--- config.mk ---
export PLATFORM = sky130hd
export DESIGN_NAME = lfsr_batch_ctrl_flat
export DESIGN_NICKNAME = d
export VERILOG_FILES = /design/src/rtl/lfsr_batch_pkg.sv /design/src/rtl/lfsr_batch_ctrl_if.sv /design/src/rtl/lfsr_batch_ctrl_sync_fifo.sv /design/src/rtl/lfsr_batch_ctrl.sv /design/src/flat_wrapper.sv
export SDC_FILE = /design/constraint.sdc
export NUM_CORES = 1
export LEC_CHECK = 0
export CAP_MARGIN = 30
export CORE_ASPECT_RATIO = 0.9
export CORE_UTILIZATION = 45
export CTS_BUF_LIST = sky130_fd_sc_hd__clkbuf_16
export CTS_CLUSTER_DIAMETER = 100
export DETAILED_ROUTE_END_ITERATION = 6
export GPL_TIMING_DRIVEN = 0
export PLACE_DENSITY = 0.72
export RECOVER_POWER = 100
export SLEW_MARGIN = 0
export SYNTH_ARGS = -nofsm -noshare
export SYNTH_HDL_FRONTEND = slang
export SYNTH_SLANG_ARGS = --single-unit
--- constraint.sdc ---
create_clock -name clk_i -period 5.66 [get_ports clk_i]
set_input_delay 0.566 -clock clk_i [delete_from_list [all_inputs] [get_ports clk_i]]
set_output_delay 0.566 -clock clk_i [all_outputs]
set_load 0.01 [all_outputs]
--- src/rtl/lfsr_batch_pkg.sv ---
`default_nettype none
// ============================================================================
//  Module      : lfsr_batch_pkg
//  Description : Register offsets, CTRL/STATUS bit positions and FSM state
//                encoding shared by the LFSR batch controller.
//  Revision    : 1.0 - initial release
// ============================================================================
package lfsr_batch_pkg;

    // Word offsets inside the 0x20-byte register window
    localparam logic [4:0] c_off_ctrl     = 5'h00;
    localparam logic [4:0] c_off_status   = 5'h04;
    localparam logic [4:0] c_off_seed     = 5'h08;
    localparam logic [4:0] c_off_count    = 5'h0C;
    localparam logic [4:0] c_off_result   = 5'h10;
    localparam logic [4:0] c_off_done_cnt = 5'h14;

    // CTRL bits
    localparam int c_ctrl_start = 0;
    localparam int c_ctrl_abort = 1;
    localparam int c_ctrl_chain = 2;

    // STATUS bits; FIFO level occupies [15:8]
    localparam int c_st_running = 0;
    localparam int c_st_empty   = 1;
    localparam int c_st_full    = 2;
    localparam int c_st_ovf     = 3;
    localparam int c_st_unf     = 4;
    localparam int c_st_tmo     = 5;

    typedef enum logic [2:0] {
        ST_IDLE      = 3'd0,
        ST_LOAD      = 3'd1,
        ST_WAIT_BUSY = 3'd2,
        ST_WAIT_DONE = 3'd3,
        ST_STORE     = 3'd4,
        ST_STALL     = 3'd5
    } state_t;

endpackage
`default_nettype wire

--- src/rtl/lfsr_batch_ctrl_if.sv ---
`default_nettype none
// ============================================================================
//  Module      : lfsr_batch_ctrl_if
//  Description : MemSplit32-style split bus between the UDM master and the
//                LFSR batch controller register window.
//  Revision    : 1.0 - initial release
// ============================================================================
interface lfsr_batch_ctrl_if;
    logic        bus_req_i;
    logic        bus_we_i;
    logic [31:0] bus_addr_bi;
    logic [3:0]  bus_be_bi;
    logic [31:0] bus_wdata_bi;
    logic        bus_ack_o;
    logic        bus_resp_o;
    logic [31:0] bus_rdata_bo;

    modport master (
        output bus_req_i, bus_we_i, bus_addr_bi, bus_be_bi, bus_wdata_bi,
        input  bus_ack_o, bus_resp_o, bus_rdata_bo
    );

    modport slave (
        input  bus_req_i, bus_we_i, bus_addr_bi, bus_be_bi, bus_wdata_bi,
        output bus_ack_o, bus_resp_o, bus_rdata_bo
    );
endinterface
`default_nettype wire

--- src/rtl/lfsr_batch_ctrl_sync_fifo.sv ---
`default_nettype none
// ============================================================================
//  Module      : sync_fifo
//  Description : Single-clock show-ahead FIFO with level output and a
//                synchronous flush. Push when full / pop when empty are ignored.
//  Revision    : 1.0 - initial release
// ============================================================================
module sync_fifo #(
    parameter int WIDTH     = 32,
    parameter int DEPTH_POW = 4
) (
    input  wire                  clk_i,
    input  wire                  rst_n_i,
    input  wire                  flush_i,
    input  wire                  push_i,
    input  wire                  pop_i,
    input  wire  [WIDTH-1:0]     wdata_i,
    output logic [WIDTH-1:0]     rdata_o,
    output logic                 full_o,
    output logic                 empty_o,
    output logic [DEPTH_POW:0]   level_o
);
    localparam int                 c_depth_int = 2 ** DEPTH_POW;
    localparam int                 c_lw        = DEPTH_POW + 1;
    localparam logic [c_lw-1:0]    c_depth     = c_lw'(c_depth_int);

    logic [WIDTH-1:0]     mem_q [c_depth_int];
    logic [DEPTH_POW-1:0] wr_ptr_q, wr_ptr_d;
    logic [DEPTH_POW-1:0] rd_ptr_q, rd_ptr_d;
    logic [c_lw-1:0]      level_q, level_d;
    logic                 w_do_push;
    logic                 w_do_pop;

    assign full_o    = (level_q == c_depth);
    assign empty_o   = (level_q == '0);
    assign level_o   = level_q;
    assign rdata_o   = mem_q[rd_ptr_q];
    assign w_do_push = push_i & ~full_o & ~flush_i;
    assign w_do_pop  = pop_i & ~empty_o & ~flush_i;

    // Pointer and level update; flush empties the FIFO regardless of push/pop
    always_comb begin
        wr_ptr_d = wr_ptr_q;
        rd_ptr_d = rd_ptr_q;
        level_d  = level_q;
        if (flush_i) begin
            wr_ptr_d = '0;
            rd_ptr_d = '0;
            level_d  = '0;
        end else begin
            if (w_do_push) wr_ptr_d = wr_ptr_q + DEPTH_POW'(1);
            if (w_do_pop)  rd_ptr_d = rd_ptr_q + DEPTH_POW'(1);
            level_d = level_q + c_lw'(w_do_push) - c_lw'(w_do_pop);
        end
    end

    // Control state registers
    always_ff @(posedge clk_i or negedge rst_n_i) begin
        if (!rst_n_i) begin
            wr_ptr_q <= '0;
            rd_ptr_q <= '0;
            level_q  <= '0;
        end else begin
            wr_ptr_q <= wr_ptr_d;
            rd_ptr_q <= rd_ptr_d;
            level_q  <= level_d;
        end
    end

    // Storage array; contents need no reset because level gates visibility
    always_ff @(posedge clk_i) begin
        if (w_do_push) mem_q[wr_ptr_q] <= wdata_i;
    end
endmodule
`default_nettype wire

--- src/rtl/lfsr_batch_ctrl.sv ---
`default_nettype none
// ============================================================================
//  Module      : lfsr_batch_ctrl
//  Description : Memory-mapped sequencer that runs an LFSR core COUNT times
//                from a programmed seed and queues the results in a FIFO.
//  Revision    : 1.0 - initial release
// ============================================================================
module lfsr_batch_ctrl
    import lfsr_batch_pkg::*;
#(
    parameter logic [31:0] BASE_ADDR      = 32'h0000_0100,
    parameter int          FIFO_DEPTH_POW = 4,
    parameter int          BUSY_WAIT_MAX  = 16
) (
    input  wire                 clk_i,
    input  wire                 rst_n_i,
    lfsr_batch_ctrl_if.slave    bus,
    output logic [31:0]         core_seed_o,
    output logic                core_start_o,
    output logic                core_rst_o,
    input  wire                 core_busy_i,
    input  wire  [31:0]         core_result_i
);
    localparam int              c_lw        = FIFO_DEPTH_POW + 1;
    localparam logic [c_lw-1:0] c_depth     = c_lw'(2 ** FIFO_DEPTH_POW);
    localparam logic [15:0]     c_wait_last = 16'(BUSY_WAIT_MAX - 1);

    state_t      state_q, state_d;
    logic [31:0] seed_q, seed_d;
    logic [15:0] count_q, count_d;
    logic [31:0] seed_cur_q, seed_cur_d;
    logic        chain_q, chain_d;
    logic [15:0] remaining_q, remaining_d;
    logic [15:0] done_cnt_q, done_cnt_d;
    logic [31:0] result_q, result_d;
    logic [15:0] wait_cnt_q, wait_cnt_d;
    logic        ovf_err_q, ovf_err_d;
    logic        unf_err_q, unf_err_d;
    logic        tmo_err_q, tmo_err_d;
    logic [1:0]  abort_cnt_q, abort_cnt_d;
    logic        resp_q, resp_d;
    logic [31:0] rdata_q, rdata_d;

    logic            w_sel, w_acc, w_wr, w_rd, w_ctrl_wr, w_abort, w_start;
    logic            w_pop_req, w_pop, w_push, w_full, w_empty;
    logic [4:0]      w_off;
    logic [c_lw-1:0] w_level, w_level_after;
    logic [31:0]     w_fifo_rdata, w_rdata;
    logic [3:0]      w_unused_be;

    // Address decode: the window is BASE_ADDR .. BASE_ADDR+0x1F
    assign w_sel     = (bus.bus_addr_bi >= BASE_ADDR) && (bus.bus_addr_bi < BASE_ADDR + 32'h20);
    assign w_off     = bus.bus_addr_bi[4:0] - BASE_ADDR[4:0];
    assign w_acc     = bus.bus_req_i & w_sel;
    assign w_wr      = w_acc & bus.bus_we_i;
    assign w_rd      = w_acc & ~bus.bus_we_i;
    assign w_ctrl_wr = w_wr && (w_off == c_off_ctrl);
    assign w_abort   = w_ctrl_wr & bus.bus_wdata_bi[c_ctrl_abort];
    assign w_start   = w_ctrl_wr & bus.bus_wdata_bi[c_ctrl_start] & ~bus.bus_wdata_bi[c_ctrl_abort]
                       & (count_q != 16'd0);
    assign w_pop_req = w_rd && (w_off == c_off_result);
    assign w_pop     = w_pop_req & ~w_empty;
    assign w_level_after = w_level + c_lw'(1) - c_lw'(w_pop);
    assign w_unused_be   = bus.bus_be_bi;

    assign bus.bus_ack_o    = w_acc;
    assign bus.bus_resp_o   = resp_q;
    assign bus.bus_rdata_bo = rdata_q;
    assign core_seed_o      = seed_cur_q;
    assign core_start_o     = (state_q == ST_LOAD);
    assign core_rst_o       = ~rst_n_i | (abort_cnt_q != 2'd0);

    sync_fifo #(
        .WIDTH     (32),
        .DEPTH_POW (FIFO_DEPTH_POW)
    ) u_fifo (
        .clk_i   (clk_i),
        .rst_n_i (rst_n_i),
        .flush_i (w_abort),
        .push_i  (w_push),
        .pop_i   (w_pop),
        .wdata_i (result_q),
        .rdata_o (w_fifo_rdata),
        .full_o  (w_full),
        .empty_o (w_empty),
        .level_o (w_level)
    );

    // Read mux; values are sampled on the accepting edge and presented next cycle
    always_comb begin
        w_rdata = 32'h0;
        case (w_off)
            c_off_status: begin
                w_rdata[c_st_running] = (state_q != ST_IDLE);
                w_rdata[c_st_empty]   = w_empty;
                w_rdata[c_st_full]    = w_full;
                w_rdata[c_st_ovf]     = ovf_err_q;
                w_rdata[c_st_unf]     = unf_err_q;
                w_rdata[c_st_tmo]     = tmo_err_q;
                w_rdata[15:8]         = 8'(w_level);
            end
            c_off_seed:     w_rdata = seed_q;
            c_off_count:    w_rdata = {16'h0, count_q};
            c_off_result:   w_rdata = w_empty ? 32'h0 : w_fifo_rdata;
            c_off_done_cnt: w_rdata = {16'h0, done_cnt_q};
            default:        w_rdata = 32'h0;
        endcase
    end

    // Sequencer FSM, register writes and error tracking
    always_comb begin
        state_d     = state_q;
        seed_d      = seed_q;
        count_d     = count_q;
        seed_cur_d  = seed_cur_q;
        chain_d     = chain_q;
        remaining_d = remaining_q;
        done_cnt_d  = done_cnt_q;
        result_d    = result_q;
        wait_cnt_d  = wait_cnt_q;
        ovf_err_d   = ovf_err_q;
        unf_err_d   = unf_err_q;
        tmo_err_d   = tmo_err_q;
        abort_cnt_d = (abort_cnt_q != 2'd0) ? abort_cnt_q - 2'd1 : 2'd0;
        w_push      = 1'b0;
        resp_d      = w_rd;
        rdata_d     = w_rd ? w_rdata : 32'h0;

        if (w_wr && (w_off == c_off_seed))  seed_d  = bus.bus_wdata_bi;
        if (w_wr && (w_off == c_off_count)) count_d = bus.bus_wdata_bi[15:0];
        if (w_pop_req && w_empty)           unf_err_d = 1'b1;

        case (state_q)
            ST_IDLE: begin
                if (w_start) begin
                    done_cnt_d  = 16'd0;
                    ovf_err_d   = 1'b0;
                    unf_err_d   = 1'b0;
                    tmo_err_d   = 1'b0;
                    remaining_d = count_q;
                    seed_cur_d  = seed_q;
                    chain_d     = bus.bus_wdata_bi[c_ctrl_chain];
                    state_d     = ST_LOAD;
                end
            end
            ST_LOAD: begin
                wait_cnt_d = 16'd0;
                state_d    = ST_WAIT_BUSY;
            end
            ST_WAIT_BUSY: begin
                if (core_busy_i) begin
                    state_d = ST_WAIT_DONE;
                end else if (wait_cnt_q == c_wait_last) begin
                    tmo_err_d = 1'b1;
                    state_d   = ST_IDLE;
                end else begin
                    wait_cnt_d = wait_cnt_q + 16'd1;
                end
            end
            ST_WAIT_DONE: begin
                if (!core_busy_i) begin
                    result_d = core_result_i;
                    state_d  = ST_STORE;
                end
            end
            ST_STORE: begin
                // STALL normally prevents a full FIFO here; flag it if it happens
                if (w_full) ovf_err_d = 1'b1;
                else        w_push    = 1'b1;
                done_cnt_d  = done_cnt_q + 16'd1;
                remaining_d = remaining_q - 16'd1;
                if (chain_q) seed_cur_d = result_q;
                if (remaining_q == 16'd1)                      state_d = ST_IDLE;
                else if (!w_full && (w_level_after == c_depth)) state_d = ST_STALL;
                else                                            state_d = ST_LOAD;
            end
            ST_STALL: begin
                if (!w_full) state_d = ST_LOAD;
            end
            default: state_d = ST_IDLE;
        endcase

        // ABORT overrides everything, including a START in the same write
        if (w_abort) begin
            state_d     = ST_IDLE;
            w_push      = 1'b0;
            abort_cnt_d = 2'd2;
        end
    end

    // State registers
    always_ff @(posedge clk_i or negedge rst_n_i) begin
        if (!rst_n_i) begin
            state_q     <= ST_IDLE;
            seed_q      <= 32'h0;
            count_q     <= 16'h0;
            seed_cur_q  <= 32'h0;
            chain_q     <= 1'b0;
            remaining_q <= 16'h0;
            done_cnt_q  <= 16'h0;
            result_q    <= 32'h0;
            wait_cnt_q  <= 16'h0;
            ovf_err_q   <= 1'b0;
            unf_err_q   <= 1'b0;
            tmo_err_q   <= 1'b0;
            abort_cnt_q <= 2'd0;
            resp_q      <= 1'b0;
            rdata_q     <= 32'h0;
        end else begin
            state_q     <= state_d;
            seed_q      <= seed_d;
            count_q     <= count_d;
            seed_cur_q  <= seed_cur_d;
            chain_q     <= chain_d;
            remaining_q <= remaining_d;
            done_cnt_q  <= done_cnt_d;
            result_q    <= result_d;
            wait_cnt_q  <= wait_cnt_d;
            ovf_err_q   <= ovf_err_d;
            unf_err_q   <= unf_err_d;
            tmo_err_q   <= tmo_err_d;
            abort_cnt_q <= abort_cnt_d;
            resp_q      <= resp_d;
            rdata_q     <= rdata_d;
        end
    end
endmodule
`default_nettype wire

--- src/flat_wrapper.sv ---
// flat-port wrapper written by rule: the top's interface ports become plain ports
module lfsr_batch_ctrl_flat import lfsr_batch_pkg::*;
#(
    parameter logic [31:0] BASE_ADDR      = 32'h0000_0100,
    parameter int          FIFO_DEPTH_POW = 4,
    parameter int          BUSY_WAIT_MAX  = 16
)
  (clk_i, rst_n_i, core_seed_o, core_start_o, core_rst_o, core_busy_i, core_result_i, bus_bus_req_i, bus_bus_we_i, bus_bus_addr_bi, bus_bus_be_bi, bus_bus_wdata_bi, bus_bus_ack_o, bus_bus_resp_o, bus_bus_rdata_bo);
  lfsr_batch_ctrl_if bus_i ();
  input  wire clk_i;
  input  wire rst_n_i;
  output logic [31:0] core_seed_o;
  output logic core_start_o;
  output logic core_rst_o;
  input  wire core_busy_i;
  input  wire  [31:0] core_result_i;
  input wire logic [$bits(bus_i.bus_req_i)-1:0] bus_bus_req_i;
  input wire logic [$bits(bus_i.bus_we_i)-1:0] bus_bus_we_i;
  input wire logic [$bits(bus_i.bus_addr_bi)-1:0] bus_bus_addr_bi;
  input wire logic [$bits(bus_i.bus_be_bi)-1:0] bus_bus_be_bi;
  input wire logic [$bits(bus_i.bus_wdata_bi)-1:0] bus_bus_wdata_bi;
  output wire logic [$bits(bus_i.bus_ack_o)-1:0] bus_bus_ack_o;
  output wire logic [$bits(bus_i.bus_resp_o)-1:0] bus_bus_resp_o;
  output wire logic [$bits(bus_i.bus_rdata_bo)-1:0] bus_bus_rdata_bo;
  assign bus_i.bus_req_i = bus_bus_req_i;
  assign bus_i.bus_we_i = bus_bus_we_i;
  assign bus_i.bus_addr_bi = bus_bus_addr_bi;
  assign bus_i.bus_be_bi = bus_bus_be_bi;
  assign bus_i.bus_wdata_bi = bus_bus_wdata_bi;
  assign bus_bus_ack_o = bus_i.bus_ack_o;
  assign bus_bus_resp_o = bus_i.bus_resp_o;
  assign bus_bus_rdata_bo = bus_i.bus_rdata_bo;
  lfsr_batch_ctrl #(.BASE_ADDR(BASE_ADDR), .FIFO_DEPTH_POW(FIFO_DEPTH_POW), .BUSY_WAIT_MAX(BUSY_WAIT_MAX)) u_core (.clk_i(clk_i), .rst_n_i(rst_n_i), .bus(bus_i), .core_seed_o(core_seed_o), .core_start_o(core_start_o), .core_rst_o(core_rst_o), .core_busy_i(core_busy_i), .core_result_i(core_result_i));
endmodule
Yosys cells after proc, flatten, opt, wreduce, memory -nomap -nowiden
Memory sizes are Yosys's and may differ from the RTL's.
Cells that the tools add are included.
- memories kept: 1
- word-level logic and storage cells: 148
- output and inout port bits: 68
- memory bits (writable): 512
- input port bits: 105
- flip-flop bits (word level): 215
- memory list (name ; depth ; width ; rd ports ; clocked after memory_dff ; write ports ; RTL line ; RTL):
    u_core.u_fifo.mem_q ; 16 ; 32 ; 1 ; 0 ; 1 ; lfsr_batch_ctrl_sync_fifo.sv:27 ; logic [WIDTH-1:0] mem_q [c_depth_int];
- magnitude comparators: 2
- equality and inequality tests: 24
- reductions and logical operators: 27
- mux-type cells: 46
- bitwise operators: 20
- add/sub/neg operators: 10
- operator list (operator ; number):
    2-to-1 mux 32 bit ; 4
    case mux 16 bit (2 select lines) ; 4
    2-to-1 mux 16 bit ; 4
    case mux 32 bit (2 select lines) ; 1
    case mux 8 bit (5 select lines) ; 1
    adder 16 x 1 -> 16 bit (second input constant) ; 2
    >= comparator 32 x 9 -> 1 bit (second input constant) ; 1
    < comparator 32 x 9 -> 1 bit (second input constant) ; 1
    case mux 6 bit (5 select lines) ; 1
    2-to-1 mux 3 bit ; 8
    equality test 5 bit (second input constant) ; 4
    case mux 3 bit (6 select lines) ; 1
    equality test 16 x 1 -> 1 bit (second input constant) ; 1
    equality test 16 x 4 -> 1 bit (second input constant) ; 1
    2-to-1 mux 4 bit ; 4
    nonzero test 16 bit ; 1
    subtractor 16 x 1 -> 16 bit (second input constant) ; 1
    AND 1 bit ; 12
    2-to-1 mux 1 bit ; 12
    nonzero test 2 bit ; 6
    equality test 5 x 4 -> 1 bit (second input constant) ; 2
    zero test 5 bit ; 2
    subtractor 5 x 1 -> 5 bit ; 2
    AND reduction 3 bit ; 3
    other kinds (25) ; 50

Logic depth before layout (Yosys ltp)
Gate-level depths: netlist of run 1.
- depth after elaboration: 13
- depth in mapped cells: 16
- depth with buffers taken out: 14

Modules after synthesis
A second synthesis of run 1 with hierarchy kept.
- cells, all modules: 1821
- area total of the unflattened synthesis: 29739.8 µm²
- modules (own cells, without submodules) (module ; instances ; cells an instance ; seq. area each (µm²) ; area an instance (µm²)):
    sync_fifo ; 1 ; 1027 ; 15700.1 ; 20483.4
    lfsr_batch_ctrl ; 1 ; 794 ; 5054.8 ; 9256.4

Worst setup path after synthesis of run 1
OpenSTA, ideal clock, no wires.
- path type: input to register
- start point: input bus_bus_addr_bi[2]
- end point: memory u_core.u_fifo.mem_q[3][0] (enable)
- setup time: 0.513 ns
- data arrival time: 4.802 ns
- path buffers: 2
- setup slack: 0.345 ns
- required time: 5.147 ns
- stages on the path: 7
- path through: clkbuf_1 > nor2b_1 > nand4b_1 > nor3_1 > nand2b_1 > buf_1 > nor4b_1
- cells in the longest elaborated chain, start to end: 11
- elaborated cells between the ends (all ways): 14
- classes of those cells: order compare (2); mux (3); bitwise (6); reduce/logical (3)
- RTL lines (element ; RTL line ; RTL):
    start, declared ; flat_wrapper.sv:19 ; input wire logic [$bits(bus_i.bus_addr_bi)-1:0] bus_bus_addr_bi;
    >= comparator 32 x 9 -> 1 bit or < comparator 32 x 9 -> 1 bit (tied branches) ; lfsr_batch_ctrl.sv:52 ; assign w_sel = (bus.bus_addr_bi >= BASE_ADDR) && (bus.bus_addr_bi < BASE_ADDR + 32'h20);
    logical AND 1 bit ; lfsr_batch_ctrl.sv:52 ;
    AND 1 bit ; lfsr_batch_ctrl.sv:54 ; assign w_acc = bus.bus_req_i & w_sel;
    AND 1 bit ; lfsr_batch_ctrl.sv:55 ; assign w_wr = w_acc & bus.bus_we_i;
    logical AND 1 bit * ; lfsr_batch_ctrl.sv:57 ; assign w_ctrl_wr = w_wr && (w_off == c_off_ctrl);
    AND 1 bit * ; lfsr_batch_ctrl.sv:58 ; assign w_abort = w_ctrl_wr & bus.bus_wdata_bi[c_ctrl_abort];
    2-to-1 mux 1 bit ; lfsr_batch_ctrl.sv:184 ; if (w_abort) begin
    AND 1 bit ; lfsr_batch_ctrl_sync_fifo.sv:38 ; assign w_do_push = push_i & ~full_o & ~flush_i;
    AND 1 bit * ; lfsr_batch_ctrl_sync_fifo.sv:38 ;
    2-to-1 mux 1 bit * ; lfsr_batch_ctrl_sync_fifo.sv:72 ; if (w_do_push) mem_q[wr_ptr_q] <= wdata_i;
    2-to-1 mux 1 bit (implied by the code) * ; lfsr_batch_ctrl_sync_fifo.sv:72 ;
    end, declared ; lfsr_batch_ctrl_sync_fifo.sv:27 ;
Mark *: on every way between the ends. The rest lies on a longest branch, timed or not.

Worst setup path in the final report of run 1
- start point: input bus_bus_addr_bi[3]
- end point: register u_core.u_fifo.level_q[4], in the netlist u_core.u_fifo.level_o[4]
- cells in the longest elaborated chain, start to end: 12
- elaborated cells between the ends (all ways): 21
- classes of those cells: add/sub (2); order compare (2); eq/ne (1); mux (2); bitwise (10); reduce/logical (4)
- RTL lines (element ; RTL line ; RTL):
    >= comparator 32 x 9 -> 1 bit or < comparator 32 x 9 -> 1 bit (tied branches) ; lfsr_batch_ctrl.sv:52 ;
    logical AND 1 bit ; lfsr_batch_ctrl.sv:52 ;
    AND 1 bit ; lfsr_batch_ctrl.sv:54 ;
    AND 1 bit ; lfsr_batch_ctrl.sv:55 ;
    logical AND 1 bit ; lfsr_batch_ctrl.sv:57 ;
    AND 1 bit ; lfsr_batch_ctrl.sv:58 ;
    2-to-1 mux 1 bit ; lfsr_batch_ctrl.sv:184 ;
    AND 1 bit (2 in a row) ; lfsr_batch_ctrl_sync_fifo.sv:38 ;
    adder 5 x 1 -> 5 bit ; lfsr_batch_ctrl_sync_fifo.sv:53 ; level_d = level_q + c_lw'(w_do_push) - c_lw'(w_do_pop);
    subtractor 5 x 1 -> 5 bit ; lfsr_batch_ctrl_sync_fifo.sv:53 ;
    2-to-1 mux 5 bit * ; lfsr_batch_ctrl_sync_fifo.sv:46 ; if (flush_i) begin
    named net u_core.u_fifo.level_d[4] ; lfsr_batch_ctrl_sync_fifo.sv:30 ; logic [c_lw-1:0] level_q, level_d;
    end signal, assigned ; lfsr_batch_ctrl_sync_fifo.sv:66 ; level_q <= level_d;
    end, declared ; lfsr_batch_ctrl_sync_fifo.sv:30 ;
Mark *: on every way through the listed nets, which the timed path passes. The rest lies on a longest branch.
A chain may end at the register's enable or synchronous reset.

==> results of run 1 <==
cell families (layout without fill, tap and decap cells):
family | after synthesis | after routing | share of synthesized area
DFF | 727 | 727 | 0.696
and+or+nand+nor | 358 | 358 | 0.0685
buffers and inverters | 121 | 472 | 0.0185
adders and majority gates | 21 | 21 | 0.00906
AOI/OAI and AO/OA | 219 | 219 | 0.0530
xor gates and xnor gates | 17 | 17 | 0.00499
muxes | 272 | 272 | 0.150
state kept, by name, indices dropped and copies added (netlist names):
register                 cells
u_core.state_q               3
u_core.u_fifo.rd_ptr_q       4
u_core.seed_q               32
u_core.bus.bus_rdata_bo     32
u_core.u_fifo.wr_ptr_q       4
u_core.core_seed_o          32
u_core.ovf_err_q             1
u_core.abort_cnt_q           2
u_core.result_q             32
u_core.tmo_err_q             1
u_core.count_q              16
u_core.wait_cnt_q           16
u_core.unf_err_q             1
u_core.done_cnt_q           16
u_core.remaining_q          16
u_core.bus.bus_resp_o        1
u_core.u_fifo.level_o        5
u_core.chain_q               1
u_core.u_fifo.mem_q        512
path summary, 6_finish.rpt:
path                                            start                           to  slack, ps  cells after the start
worst max-delay path               bus_bus_addr_bi[3]     u_core.u_fifo.level_o[4]       1050                     14
worst min-delay path            u_core.abort_cnt_q[0]        u_core.abort_cnt_q[0]        460                      1
worst max register to register      u_core.state_q[0]   u_core.u_fifo.mem_q[3][18]       1150                      9
worst min register to register  u_core.abort_cnt_q[0]        u_core.abort_cnt_q[0]        460                      1
max in group asynchronous                     rst_n_i  u_core.bus.bus_rdata_bo[11]       3040                      1
min in group asynchronous                     rst_n_i            u_core.seed_q[28]        910                      1
critical path: cells and delay by family:
kind                       cells  cell delay, ps
and+or+nand+nor                6            1980
AOI/OAI and AO/OA              1             160
buffers and inverters          3            1340
xor gates and xnor gates       1             170
adders and majority gates      3             840
layout make-up:
cell class / count / area [sq um] / area share
plain buffers: 102 / 447 / 0.0127
clock buffers: 76 / 1900 / 0.0540
clock inverters: 61 / 418 / 0.0119
inverters: 19 / 71.3 / 0.00203
multi-input cells: 887 / 8480 / 0.241
flip-flops and latches: 727 / 20800 / 0.590
well taps: 864 / 1080 / 0.0307
repair buffers: 214 / 2030 / 0.0577
per-layer routing:
metal,part of all wire,wire length (um),track usage
met5,0.00017,13,0
met2,0.47,37000,0.372
met3,0.089,6980,0.0476
met1,0.41,32300,0.332
met4,0.024,1910,0.0684
layout by cell type (no fill, tap or decap), types with 9 or more instances in the layout:
| cell type | instances |
|---|---|
| clkbuf_1 | 97 |
| or3_1 | 12 |
| clkdlybuf4s50_1 | 96 |
| inv_1 | 39 |
| a22oi_1 | 10 |
| nor3_1 | 23 |
| nor4_1 | 22 |
| o211ai_1 | 18 |
| nand2b_1 | 38 |
| a21oi_1 | 70 |
| o221a_2 | 17 |
| dlygate4sd3_1 | 70 |
| edfxtp_1 | 512 |
| clkinv_1 | 12 |
| a31oi_1 | 11 |
| mux2i_1 | 21 |
| mux4_2 | 128 |
| dfrtp_1 | 215 |
| o221a_1 | 17 |
| mux2_2 | 121 |
| nand4_1 | 13 |
| nor4b_1 | 9 |
| nand2_1 | 83 |
| nor2_1 | 46 |
| a22o_1 | 16 |
| clkbuf_16 | 76 |
| o21ai_0 | 24 |
| xnor2_1 | 9 |
| ha_1 | 20 |
| clkinv_2 | 16 |
| nand3_1 | 45 |
| buf_2 | 30 |
power groups by stage:
stage,sequential [mW],combinational (mW),clock [mW]
4_1_cts,7.24,1.12,4.73
2_1_floorplan,7.03,0.731,0
3_5_place_dp,7.35,1.11,0
6_report,7.26,1.08,4.67
5_1_grt,7.33,1.20,4.92
3_3_place_gp,7.29,1.02,0
==> flow_summary_export.csv, run 1 <==
group,metric,value,unit
timing,setup_viol,0,
floorplanning,initial_core_util,0.455,
placement,hpwl,53.8,mm
yosys,synth_top_area_frac,0.515,
floorplanning,io_pins,173,
cts,cts_hold_buf,0,
detailed_routing,dr.pass1.iters,7,
placement,postPlaceCellArea,33200,sq um
yosys,synth.largest_area_cell,"edfxtp_1",
timing,drv_slew,168,
finish,final_util,0.536,
critical_path,setup.worst_path.start_class,"primary input",
floorplanning,core_area,65600,sq um
detailed_routing,final_antenna_net_count,0,
outcome,violations,"max-capacitance violations, max-slew violations",
placement,place_congestion,0.923,
flow_run,maxCapViolCount,5,
critical_path,worstPathMaxFanout,10,
placement,port_buffers,167,
detailed_routing,drt_iter0_drc,2128,
detailed_routing,wire_per_inst,26.5,um
timing,min_period_over_period,0.815,
critical_path,cp_cell_sequence,"dlygate4sd3_1, nor3_1, nand4b_1, nor4_1, clkbuf_1, ha_1, inv_1, ha_1, fa_1, a21oi_1, nor2_1, nor2_1, xor2_1, nor2_1",
timing,finalSetupTns,0,ps
outcome,status,"finished, violations left",
cts,root_buffer,"clkbuf_16",
detailed_routing,drc,0,
timing,whs,464,ps
global_route,grt_pass1_vias,17800,
critical_path,endpoint_kind,"register",
cts,htree_levels,3,
cts,cts_made_buffers,74,
yosys,synth_common_cells,"edfxtp_1 (512), dfrtp_1 (215), mux4_2 (128)",
finish,finalInstanceArea,35200,sq um
yosys,avgSynthCellArea,17.2,sq um
cts,clockBufferDepth,3,
power,switching_share,0.257,
power,power_density,370,nW/um^2
finish,n_fill_cell,5110,
yosys,synth_area,29800,sq um
cts,clk_pin_slew,50,ps
global_route,grt_start_max_net_pins,110,
critical_path,critPathArrivalTime,5080,ps
power,internal_power,9.66,mW
timing,clock_skew,17.8,ps
placement,dpl.cell_count,2813,
finish,syn_to_final_growth,18.0,%
yosys,ys_seq_elements,727,
yosys,synthCells,1735,
power,clockPowerShare,0.359,
yosys,ys.flop_type,"edfxtp_1",
cts,clk_latency,620,ps
yosys,yosysSeqAreaShare,0.696,
finish,final_cells,2950,
floorplanning,row_count,89,
placement,pre_cts_ws,978,ps
yosys,postSynth.asyncResetShare,0.296,
global_route,grt_overflow_total,0,
cts,cts_setup_buffers,0,
cts,clock_sinks,727,
power,p_switching,3.35,mW
timing,finalHoldViolations,0,
yosys,yosys-top-cells-area,"edfxtp_1 (52%), dfrtp_1 (18%), mux4_2 (9.7%), mux2_2 (4.6%), a21oi_1 (1.2%)",
finish,nets,2151,
critical_path,required,6130,ps
detailed_routing,via_per_inst,6.03,
power,p_leak,12.5,nW
critical_path,cp_slowest_cell,"dlygate4sd3_1",
timing,worst_slew_pin_slew,2940,ps
yosys,syn-num-nets,1861,
timing,layout_min_cycle_time,4610,ps
critical_path,max_stage_delay,650,ps
power,power,13.0,mW
power,p_comb_frac,0.083,
floorplanning,die_w,273,um
power,peakVddDrop,0.202,mV
floorplanning,dieArea,67300,sq um
timing,slew_headroom,-0.959,
yosys,yosysMostFrequentCell,"edfxtp_1",
worst_hold_path,hold_path.class,"register to register",
cts,tritoncts,"built",
critical_path,path_common_cell,"nor2_1",
global_route,grtUsageTotal,0.236,
global_route,grt_pass1_wl,116,mm
detailed_routing,wirelength,78.2,mm
finish,drive_above_1_share,0.207,
finish,diodes,0,
floorplanning,die_y,246,um
timing,max_freq,0.217,GHz
global_route,antenna_found_initial,2,
cts,ctsResizeCount,0,
yosys,yosys_warnings,0,
yosys,synth_cell_types,79,
critical_path,path_class,"primary input to register",
timing,rsz0062_at_grt,"no",
yosys,synth_edf_count,512,
timing,fin_ws,1050,ps
detailed_routing,vias,17800,
power,p_seq_frac,0.558,
(Power assumes the default switching activity.)
==> inputs of run 2 (changes only) <==
Settings changed: PLACE_DENSITY 0.72 to 0.7.
Clock period 5.66 ns to 4.25 ns, I/O delays scaled along.
==> run 2 against run 1 <==
- the run still ends with max-capacitance violations, max-slew violations left
- utilization rose by 0.080 points
- worst hold slack got worse by 45 ps
- combinational power is 36% higher
- first-iteration DRC count decreased by 6.2%
- clock power up 32%
- largest cell class unchanged
- largest power group unchanged
==> flow_summary_export.csv, run 2 (same netlist as run 1, synthesis figures left out) <==
group,metric,value,unit
timing,clock_skew,21.7,ps
global_route,grtUsageTotal,0.233,
power,power,17.3,mW
timing,finalSetupTns,0,ps
critical_path,rrSetupSlack,120,ps
floorplanning,core_area,65600,sq um
floorplanning,initial_core_util,0.455,
timing,slew_headroom,-0.107,
global_route,grt_start_max_net_pins,110,
critical_path,r2r_end,"u_core.u_fifo.mem_q[2][9]",
timing,min_period_over_period,0.973,
power,peakVddDrop,0.297,mV
cts,clockBufferDepth,3,
global_route,grt_pass1_wl,114,mm
critical_path,timing.rr.start,"u_core.state_q[0]",
detailed_routing,drc,0,
detailed_routing,final_antenna_net_count,0,
finish,finalInstanceArea,35200,sq um
finish,largest_reg_flops,512,
critical_path,setup.worst_path.start_class,"register",
power,power_density,492,nW/um^2
timing,drv_slew,21,
finish,final_util,0.537,
worst_hold_path,hold_path.class,"primary input to register",
timing,setup_viol,0,
timing,worst_slew_pin_slew,1660,ps
timing,max_freq,0.242,GHz
global_route,grt_overflow_total,0,
flow_run,maxCapViolCount,1,
placement,hpwl,53.1,mm
detailed_routing,wire_per_inst,26.3,um
cts,htree_levels,3,
finish,final_cells,2943,
floorplanning,row_count,89,
finish,nets,2145,
critical_path,worstSetupStartpoint,"u_core.state_q[0]",
timing,whs,419,ps
critical_path,worstPathMaxFanout,8,
timing,rsz0062_at_grt,"no",
finish,final_cell_mix,"edfxtp_1 (512), dfrtp_1 (215), mux4_2 (128), mux2_2 (122), clkdlybuf4s50_1 (97)",
detailed_routing,wirelength,77.5,mm
critical_path,required,4490,ps
placement,port_buffers,167,
floorplanning,die_w,273,um
detailed_routing,drt_iter0_drc,1997,
placement,pre_cts_ws,-322,ps
finish,final_common_cell,"edfxtp_1",
outcome,violations,"max-capacitance violations, max-slew violations",
critical_path,r2r_cells,7,
cts,clk_latency,620,ps
cts,clock_sinks,727,
finish,syn_to_final_growth,18.1,%
power,p_leak,12.6,nW
floorplanning,die_y,246,um
cts,tritoncts,"built",
global_route,grt_pass1_vias,17600,
critical_path,path_class,"register to register",
finish,top_register,"u_core.u_fifo.mem_q",
cts,cts_made_buffers,73,
critical_path,endpoint_kind,"register",
critical_path,cp-endpoint,"u_core.u_fifo.mem_q[2][9]",
cts,cts_setup_buffers,0,
cts,clk_pin_slew,60,ps
placement,postPlaceCellArea,33200,sq um
placement,place_congestion,0.912,
cts,root_buffer,"clkbuf_16",
finish,diodes,0,
floorplanning,io_pins,173,
timing,finalHoldViolations,0,
timing,layout_min_cycle_time,4130,ps
placement,dpl.cell_count,2805,
critical_path,critPathArrivalTime,4380,ps
detailed_routing,vias,17500,
finish,drive_above_1_share,0.216,
timing,fin_ws,116,ps
detailed_routing,via_per_inst,5.94,
floorplanning,dieArea,67300,sq um
global_route,antenna_found_initial,2,
outcome,status,"finished, violations left",
detailed_routing,dr.pass1.iters,5,
## run 2: worst min path at each step
stage	slack (ps)	to	depth (start not counted)	from
after global routing	430	u_core.result_q[25]	2	core_result_i[25]
after global placement	450	u_core.abort_cnt_q[0]	1	u_core.abort_cnt_q[0]
after CTS	400	u_core.result_q[29]	2	core_result_i[29]
after detailed placement	450	u_core.abort_cnt_q[0]	1	u_core.abort_cnt_q[0]
final	420	u_core.result_q[29]	2	core_result_i[29]
after floorplan	130	u_core.abort_cnt_q[0]	0	rst_n_i
## run 2: per-layer routing
layer / vias to the layer above / track usage / part of all wire
li1: 7488 / - / -
met1: 9074 / 0.316 / 0.41
met2: 778 / 0.367 / 0.48
met3: 130 / 0.0535 / 0.087
met4: 4 / 0.0858 / 0.028
met5: - / 0 / 0.00023
## run 2: worst max-delay path, stage by stage (launching register included)
cell and delay, ps:
dfrtp_1 430, nor3b_1 680, and2_0 210, clkbuf_1 380, nand2b_1 240, nor4b_2 830, clkbuf_1 480, clkbuf_1 490
## run 2: what timing repair did
| item | 4_1_cts | 5_1_grt |
|---|---|---|
| endpoints found under the setup margin | 0 | 1 |
| gates resized for setup | 0 | 2 |
| hold endpoints to repair | 107 | 0 |
| hold buffers | 1 | 0 |
## run 2: report_power, final
group | internal (mW) | total, mW | switching [mW] | leakage, nW
combinational | 0.682 | 1.47 | 0.793 | 3.93
clock | 3.46 | 6.15 | 2.70 | 1.23
sequential | 8.70 | 9.69 | 0.994 | 7.45
## run 2: layout make-up
class | count | area, sq um
fillers | 5102 | 30300
flip-flops and latches | 727 | 20800
multi-input cells | 887 | 8540
repair buffers | 209 | 2060
clock buffers | 75 | 1880
well taps | 864 | 1080
plain buffers | 102 | 447
clock inverters | 60 | 408
inverters | 19 | 71.3
==> inputs of run 3 (changes only) <==
Settings changed: SLEW_MARGIN 0 to unset.
==> results of run 3 <==
Final layout, timing and power as in run 2 (identical DEF).
